[src/rtl/asrm_bus_arbiter_pkg.sv]
// Shared definitions for the two-master RAM arbiter.
//   asrm_state_t : arbiter FSM states (IDLE, ACCESS, ACK)
//   GNT_M0/GNT_M1: bit positions of each master inside the one-hot grant bus
//   OWN_M0/OWN_M1: single-bit owner encoding used by the round-robin picker
//   CNT_W        : width of the wait-state counter (wait_states is 0..15)
package asrm_bus_arbiter_pkg;

  typedef enum logic [1:0] {
    ST_IDLE   = 2'd0,
    ST_ACCESS = 2'd1,
    ST_ACK    = 2'd2
  } asrm_state_t;

  localparam int   GNT_M0 = 0;
  localparam int   GNT_M1 = 1;
  localparam logic OWN_M0 = 1'b0;
  localparam logic OWN_M1 = 1'b1;
  localparam int   CNT_W  = 4;

  // One-hot grant vector for a given owner.
  function automatic logic [1:0] grant_onehot(input logic owner);
    logic [1:0] g;
    g = '0;
    if (owner == OWN_M1) g[GNT_M1] = 1'b1;
    else                 g[GNT_M0] = 1'b1;
    return g;
  endfunction

endpackage

[src/rtl/asrm_rr_pick.sv]
// Two-request round-robin picker with its last_grant register.
//   clk, reset : clock, synchronous active-low reset
//   req0, req1 : request from master 0 / master 1
//   take       : a grant is being issued this cycle; remember the winner
//   pick       : winner (OWN_M0 / OWN_M1), valid when any_req is high
//   any_req    : at least one request is pending
module asrm_rr_pick
  import asrm_bus_arbiter_pkg::*;
(
  input  logic clk,
  input  logic reset,
  input  logic req0,
  input  logic req1,
  input  logic take,
  output logic pick,
  output logic any_req
);

  logic last_grant;

  // On a tie the master that did not win last time gets the bus.
  always_comb begin
    any_req = req0 | req1;
    if (req0 && req1)  pick = (last_grant == OWN_M1) ? OWN_M0 : OWN_M1;
    else if (req1)     pick = OWN_M1;
    else               pick = OWN_M0;
  end

  // Reset to m1 so that m0 wins the first tie.
  always_ff @(posedge clk) begin
    if (!reset)    last_grant <= OWN_M1;
    else if (take) last_grant <= pick;
  end

endmodule

[src/rtl/asrm_bus_arbiter.sv]
// Two-master arbiter in front of a single-port RAM.
// Each access runs IDLE -> ACCESS (wait_states+1 cycles) -> ACK (1 cycle).
//   clk, reset                 : clock, synchronous active-low reset
//   m0_*/m1_*  req/addr/wdata/we: master requests (m0 = CPU, m1 = DMA)
//   m0_ready, m1_ready         : one-cycle completion strobe in ACK
//   rdata                      : last read data, shared by both masters
//   grant                      : one-hot owner (bit0 m0, bit1 m1), 00 in IDLE
//   ram_addr/ram_wdata/ram_we  : RAM side, all zero outside ACCESS
//   ram_rdata                  : RAM read data, sampled in the last ACCESS cycle
module asrm_bus_arbiter
  import asrm_bus_arbiter_pkg::*;
#(
  parameter int wordsize    = 16,
  parameter int wait_states = 1
) (
  input  logic                clk,
  input  logic                reset,
  input  logic                m0_req,
  input  logic                m1_req,
  input  logic [wordsize-1:0] m0_addr,
  input  logic [wordsize-1:0] m1_addr,
  input  logic [wordsize-1:0] m0_wdata,
  input  logic [wordsize-1:0] m1_wdata,
  input  logic                m0_we,
  input  logic                m1_we,
  output logic                m0_ready,
  output logic                m1_ready,
  output logic [wordsize-1:0] rdata,
  output logic [1:0]          grant,
  output logic [wordsize-1:0] ram_addr,
  output logic [wordsize-1:0] ram_wdata,
  output logic                ram_we,
  input  logic [wordsize-1:0] ram_rdata
);

  localparam logic [CNT_W-1:0] WAIT_INIT = CNT_W'(wait_states);

  asrm_state_t         state, state_nxt;
  logic [CNT_W-1:0]    wait_cnt;
  logic                owner;
  logic [wordsize-1:0] lat_addr;
  logic [wordsize-1:0] lat_wdata;
  logic                lat_we;
  logic                pick;
  logic                any_req;
  logic                take;
  logic                first_cycle;
  logic                last_cycle;

  asrm_rr_pick u_rr_pick (
    .clk     (clk),
    .reset   (reset),
    .req0    (m0_req),
    .req1    (m1_req),
    .take    (take),
    .pick    (pick),
    .any_req (any_req)
  );

  assign take        = (state == ST_IDLE) && any_req;
  // The counter starts at wait_states and counts down, so the first ACCESS
  // cycle is the one where it still holds its load value.
  assign first_cycle = (wait_cnt == WAIT_INIT);
  assign last_cycle  = (wait_cnt == '0);

  always_ff @(posedge clk) begin
    if (!reset) state <= ST_IDLE;
    else        state <= state_nxt;
  end

  always_comb begin
    state_nxt = state;
    grant     = '0;
    m0_ready  = 1'b0;
    m1_ready  = 1'b0;
    ram_addr  = '0;
    ram_wdata = '0;
    ram_we    = 1'b0;
    case (state)
      ST_IDLE: begin
        if (any_req) state_nxt = ST_ACCESS;
      end
      ST_ACCESS: begin
        grant     = grant_onehot(owner);
        ram_addr  = lat_addr;
        ram_wdata = lat_wdata;
        ram_we    = lat_we && first_cycle;
        if (last_cycle) state_nxt = ST_ACK;
      end
      ST_ACK: begin
        grant     = grant_onehot(owner);
        m0_ready  = (owner == OWN_M0);
        m1_ready  = (owner == OWN_M1);
        state_nxt = ST_IDLE;
      end
      default: state_nxt = ST_IDLE;
    endcase
  end

  // Control state: wait counter, owner, read-data capture.
  always_ff @(posedge clk) begin
    if (!reset) begin
      wait_cnt <= '0;
      owner    <= OWN_M0;
      rdata    <= '0;
    end else begin
      if (take) begin
        wait_cnt <= WAIT_INIT;
        owner    <= pick;
      end else if ((state == ST_ACCESS) && !last_cycle) begin
        wait_cnt <= wait_cnt - CNT_W'(1);
      end
      if ((state == ST_ACCESS) && last_cycle && !lat_we) rdata <= ram_rdata;
    end
  end

  // Winner's request is frozen at grant; later master input changes are ignored.
  always_ff @(posedge clk) begin
    if (take) begin
      lat_addr  <= (pick == OWN_M1) ? m1_addr  : m0_addr;
      lat_wdata <= (pick == OWN_M1) ? m1_wdata : m0_wdata;
      lat_we    <= (pick == OWN_M1) ? m1_we    : m0_we;
    end
  end

endmodule
[config.mk]
export PLATFORM = sky130hd
export DESIGN_NAME = asrm_bus_arbiter
export DESIGN_NICKNAME = d
export VERILOG_FILES = /design/src/rtl/asrm_bus_arbiter_pkg.sv /design/src/rtl/asrm_rr_pick.sv /design/src/rtl/asrm_bus_arbiter.sv
export SDC_FILE = /design/constraint.sdc
export NUM_CORES = 1
export LEC_CHECK = 0
export ABC_AREA = 1
export ABC_CLOCK_PERIOD_IN_PS = 1770
export CAP_MARGIN = 25
export CORE_UTILIZATION = 38
export CTS_BUF_LIST = sky130_fd_sc_hd__clkbuf_4 sky130_fd_sc_hd__clkbuf_8
export CTS_CLUSTER_SIZE = 40
export DETAILED_ROUTE_END_ITERATION = 7
export PLACE_DENSITY = 0.78
export SYNTH_ARGS = -nofsm -noshare
export SYNTH_HDL_FRONTEND = slang
export SYNTH_SLANG_ARGS = --single-unit
[constraint.sdc]
create_clock -name clk -period 1.77 [get_ports clk]
set_input_delay 0.531 -clock clk [delete_from_list [all_inputs] [get_ports clk]]
set_output_delay 0.531 -clock clk [all_outputs]
set_load 0.02 [all_outputs]
======== Yosys cells after proc, flatten, opt, wreduce, memory -nomap -nowiden ========
Cells that the tools add are included.
storage, ports and cells
  output and inout port bits .............. 53
  word-level logic and storage cells ...... 51
  input bits .............................. 86
  register bits after elaboration ......... 57
cells by class
  add/sub/neg operators ................... 1
  reduce and logical (&&, ||, !) cells .... 14
  bitwise operators ....................... 3
  multiplexer cells ....................... 19
  equality and inequality tests ........... 5
operators with widths
  operator             count
  $mux 16              4
  $mux 1               11
  $logic_and 1x1->1    6
  $mux 2               3
  $eq 4x1->1 const B   1
  $logic_not 4->1      1
  $ne 2x2->1 const B   2
  $pmux 2 s2           1
  $reduce_or 2->1      2
  $sub 4x1->4 const B  1
  $eq 2x1->1 const B   1
  $eq 2x2->1 const B   1
  $logic_not 1->1      2
  $logic_not 2->1      1
  $not 1->1            2
  $reduce_and 2->1     1
  $reduce_bool 2->1    1
  $or 1x1->1           1

======== Longest topological paths before layout ========
  word-level depth ........................ 5
  mapped depth ............................ 9
  gate-level depth less buffers ........... 8

======== Cells and area by module ========
A second synthesis with hierarchy kept.
second synthesis, totals
  cell total of the unflattened synthesis .. 287
  area, all modules ....................... 2842.7 um^2
modules (own cells, without submodules)
  module            area each (um^2)  cells each  instances  sequential area each (um^2)
  asrm_bus_arbiter  2783.9            278         1          1451.4
  asrm_rr_pick      58.8              9           1          20.0

======== Worst setup path before layout ========
OpenSTA, ideal clock, no wires.
  path type ............................... register to register
  start point ............................. reg state[0]
  end point ............................... reg wait_cnt[3]
  required time ........................... 1.655 ns
  slack ................................... 0.016 ns
  data arrival time ....................... 1.639 ns
  path buffers ............................ 0
  period minus slack after synthesis ...... 1.754 ns
  library setup time ...................... 0.115 ns
  cell stages (with the launch flop) ...... 8
  cells stage by stage .................... dfxtp_1 > inv_1 > ha_1 > o21ai_1 > inv_1 > nor2_1 > nand2_1 > nor2_1
on the way
  word-level cells in the longest chain between the ends .. 3
  elaborated cells on any way between the ends .. 5
  those cells by class .................... eq/ne: 1; reduce/logical: 4
RTL lines
  item                              RTL line                 source
  start, declared                   asrm_bus_arbiter.sv:38   asrm_state_t state, state_nxt;
  start signal, assigned            asrm_bus_arbiter.sv:68   else state <= state_nxt;
  $logic_not 2->1                   asrm_bus_arbiter.sv:60   assign take = (state == ST_IDLE) && any_req;
  $logic_and 1x1->1                 asrm_bus_arbiter.sv:60
  net take                          asrm_bus_arbiter.sv:46   logic take;
  $reduce_or 2->1 (no source line)  n/a
  end signal, assigned              asrm_bus_arbiter.sv:111  wait_cnt <= wait_cnt - CNT_W'(1);
  end, declared                     asrm_bus_arbiter.sv:39   logic [CNT_W-1:0] wait_cnt;
The timed path passes the listed nets, and every way through them passes these cells.
A chain may end at the register's enable or synchronous reset.

======== Worst setup path after layout ========
  start point ............................. reg state[1]
  end point ............................... out ram_wdata[13]
on the way
  word-level cells in the longest chain between the ends .. 2
RTL lines
  item           RTL line                source
  $eq 2x1->1     asrm_bus_arbiter.sv:79  case (state)
  $mux 16        asrm_bus_arbiter.sv:79
  end, declared  asrm_bus_arbiter.sv:31  output logic [wordsize-1:0] ram_wdata,
Every way passes these cells.

==> flow_summary_export.csv <==
group,metric,value,unit
timing,hold_violations,0,
route,drtPass1Iterations,4,
timing,grt_setup_unrepaired,"yes",
critical_path,path_delay_family,"buffers and inverters",
status,status,"finished with violations",
floorplanning,std_cell_rows,31,
timing,min_period,1.96,ns
worst_hold_path,min_to,"u_rr_pick.last_grant",
clock_network,cts_sinks,57,
worst_hold_path,whs_path_depth,2,
route,ant_nets,0,
synth,yosysSeqAreaShare,0.496,
clock_network,clk_pin_slew,0.07,ns
critical_path,r2r_cells,11,
layout,utilization,0.717,
synth,synth_cells,413,
critical_path,slowest_delay,0.33,ns
synth,netlist.area_leader.share,0.334,
global_route,overflow,0,
layout,fillerInstances,550,
route,wl,8.48,mm
pwr,combPwrFrac,0.367,
timing,fin_ws,-0.188,ns
clock_network,numCtsBuffers,9,
floorplanning,die_area,8160,um2
placement,hpwl,5.52,mm
critical_path,crit_buf_inv,5,
floorplanning,initial_core_util,0.400,
critical_path,start_kind,"flop",
pwr,seqPwrFrac,0.352,
critical_path,r2r-end,"rdata[12]",
pwr,ir_drop,510,uV
floorplanning,die_y,90.3,um
timing,max_freq,511,MHz
critical_path,r2r_slack,0.06,ns
layout,syn_to_final_growth,79.3,%
global_route,grt_pass1_wl,13.4,mm
flow_run,maxCapViolCount,0,
layout,final_cell_mix,"156 x nand2_1, 85 x clkdlybuf4s50_1, 56 x inv_1, 37 x inv_2, 35 x buf_6",
synth,ys.warnings.count,0,
layout,final_common_cell,"nand2_1",
route,viasPerCell,4.42,
pwr,swShare,0.314,
clock_network,clockBufferDepth,2,
synth,synthTopCellsByArea,"edfxtp_1 33%, nand2_1 24%, dfxtp_1 16%, inv_1 12%, nor2_1 3.2%",
global_route,grt_max_degree,34,
floorplanning,coreArea,7410,um2
global_route,grt_pass1_vias,2953,
placement,place_ws,-0.292,ns
synth,yosys.area.top_type,"edfxtp_1",
layout,fin_area,5310,um2
global_route,track_usage,0.211,
synth,ys_types,23,
clock_network,cts_hold_buf,0,
status,violations,"negative setup slack",
critical_path,rr_startpoint,"state[1]",
floorplanning,top_level_ports,139,
global_route,antenna_found_initial,0,
timing,fin_hold_ws,0.498,ns
route,via_count,2998,
timing,fin_crit_sh,1.11,
timing,slew_headroom,0.636,
route,wl_per_cell,12.5,um
pwr,power,5110,uW
placement,port_buffers,138,
layout,nets,665,
pwr,p_per_area,962,nW/um2
placement,place_area,4540,um2
synth,syn-cell-area,2960,um2
critical_path,endpoint_kind,"primary output",
critical_path,crit_path_max_fanout,8,
critical_path,path_cells,"inv_2, ha_4, buf_6, buf_16, nand2_2, inv_2, buf_6",
clock_network,root_buffer,"clkbuf_8",
worst_hold_path,hold_start,"u_rr_pick.last_grant",
timing,worst_slew_pin_slew,0.545,ns
pwr,switchingPower,1610,uW
timing,skew,0.00542,ns
floorplanning,die_x,90.3,um
critical_path,path_class,"flop to primary output",
critical_path,crit_slowest_cell,"dfxtp_2",
pwr,p_int,3500,uW
route,drc,0,
timing,finalMaxSlewViolations,0,
critical_path,crit_required,1.24,ns
pwr,power.share.clock,0.281,
synth,synth_nets,504,
synth,syn-mean-instance-area,7.18,um2
timing,setup_viol,35,
layout,drive_gt1_frac,0.292,
placement,gp_congestion,0.782,
clock_network,clock_latency,0.32,ns
synth,ys_seq_elements,57,
critical_path,cp.arrival,1.43,ns
worst_hold_path,hold_path.class,"flop to flop",
route,drt_iter0_markers,112,
clock_network,htree_num_levels,3,
pwr,leakagePower,0.00280,uW
clock_network,cts_tree,"yes",
layout,num_antenna_cells,0,
-- registers in the layout, indices dropped and copies added, names as in the netlist --
name / count
lat_addr: 16
lat_wdata: 16
rdata: 16
wait_cnt: 4
state: 2
lat_we: 1
owner: 1
u_rr_pick.last_grant: 1
-- cells in the mapped netlist (all sizes together) --
master  instances
ha              5
o21ai           1
nand2         199
xnor2           1
dfxtp          24
a21oi           8
clkinv          1
nand3           5
edfxtp         33
nor3            1
clkbuf          1
buf            13
nor2           27
inv            94
-- power by group through the flow --
stage | registers (uW) | clock network, uW | logic, uW
finish | 1800 | 1440 | 1880
global route | 1820 | 1510 | 2020
CTS | 1780 | 1450 | 1800
detailed placement | 1750 | 0 | 1430
global placement | 1760 | 0 | 1400
floorplan | 1790 | 0 | 693
-- through the flow --
step / cells / setup TNS [ns]
finish: 678 / -5.52
global route: 678 / -6.93
CTS: 676 / -5.57
detailed placement: 650 / -18.93
global placement: 650 / -17.23
floorplan: 413 / 0
-- worst max-delay path by stage --
| stage | start | to | slack [ns] | depth (start not counted) |
|---|---|---|---|---|
| floorplan | state[0] | wait_cnt[3] | 0.02 | 7 |
| global placement | state[1] | ram_addr[10] | -0.25 | 6 |
| detailed placement | state[1] | ram_addr[12] | -0.29 | 6 |
| CTS | state[1] | ram_wdata[10] | -0.18 | 7 |
| global route | state[1] | ram_wdata[14] | -0.23 | 7 |
| finish | state[1] | ram_wdata[13] | -0.19 | 7 |
-- per-layer routing --
layer / global-route usage / routed length (um)
met1: 0.236 / 3280
met2: 0.389 / 4590
met3: 0.0370 / 392
met4: 0.0995 / 226
met5: 0 / 0
-- final cells by class --
| class | count | area, um2 | share of cell area |
|---|---|---|---|
| inverter | 95 | 363 | 0.0683 |
| clock inverter | 7 | 109 | 0.0205 |
| sequential | 57 | 1480 | 0.278 |
| tap | 99 | 124 | 0.0233 |
| timing repair buffer | 164 | 1810 | 0.340 |
| multi-input combinational | 247 | 1310 | 0.247 |
| clock buffer | 9 | 124 | 0.0233 |
-- what timing repair did --
item,CTS,global route
pin swaps,6,3
gates resized for setup,328,23
buffers inserted,5,3
setup endpoints to repair,53,53
gates cloned,5,1
-- worst reg2reg max path, cell delays in order, from the launching register on --
cell       delay [ns]
dfxtp_2          0.33
inv_2            0.08
ha_4             0.19
buf_6            0.15
buf_16           0.15
buf_8            0.13
nand3_4          0.08
nor2_4           0.19
clkbuf_16        0.18
nand2_1          0.05
nand2_1          0.05
nor2_1           0.04
-- cells by family (layout without fill, tap and decap cells) --
kind of cell / after synthesis / count (layout) / synth area share
and+or+nand+nor: 232 / 232 / 0.317
xor gates and xnor gates: 1 / 1 / 0.00296
adders and majority gates: 5 / 5 / 0.0211
AOI/OAI and AO/OA: 9 / 9 / 0.0165
buffers and inverters: 109 / 275 / 0.146
DFF: 57 / 57 / 0.496
(Power assumes the default switching activity.)
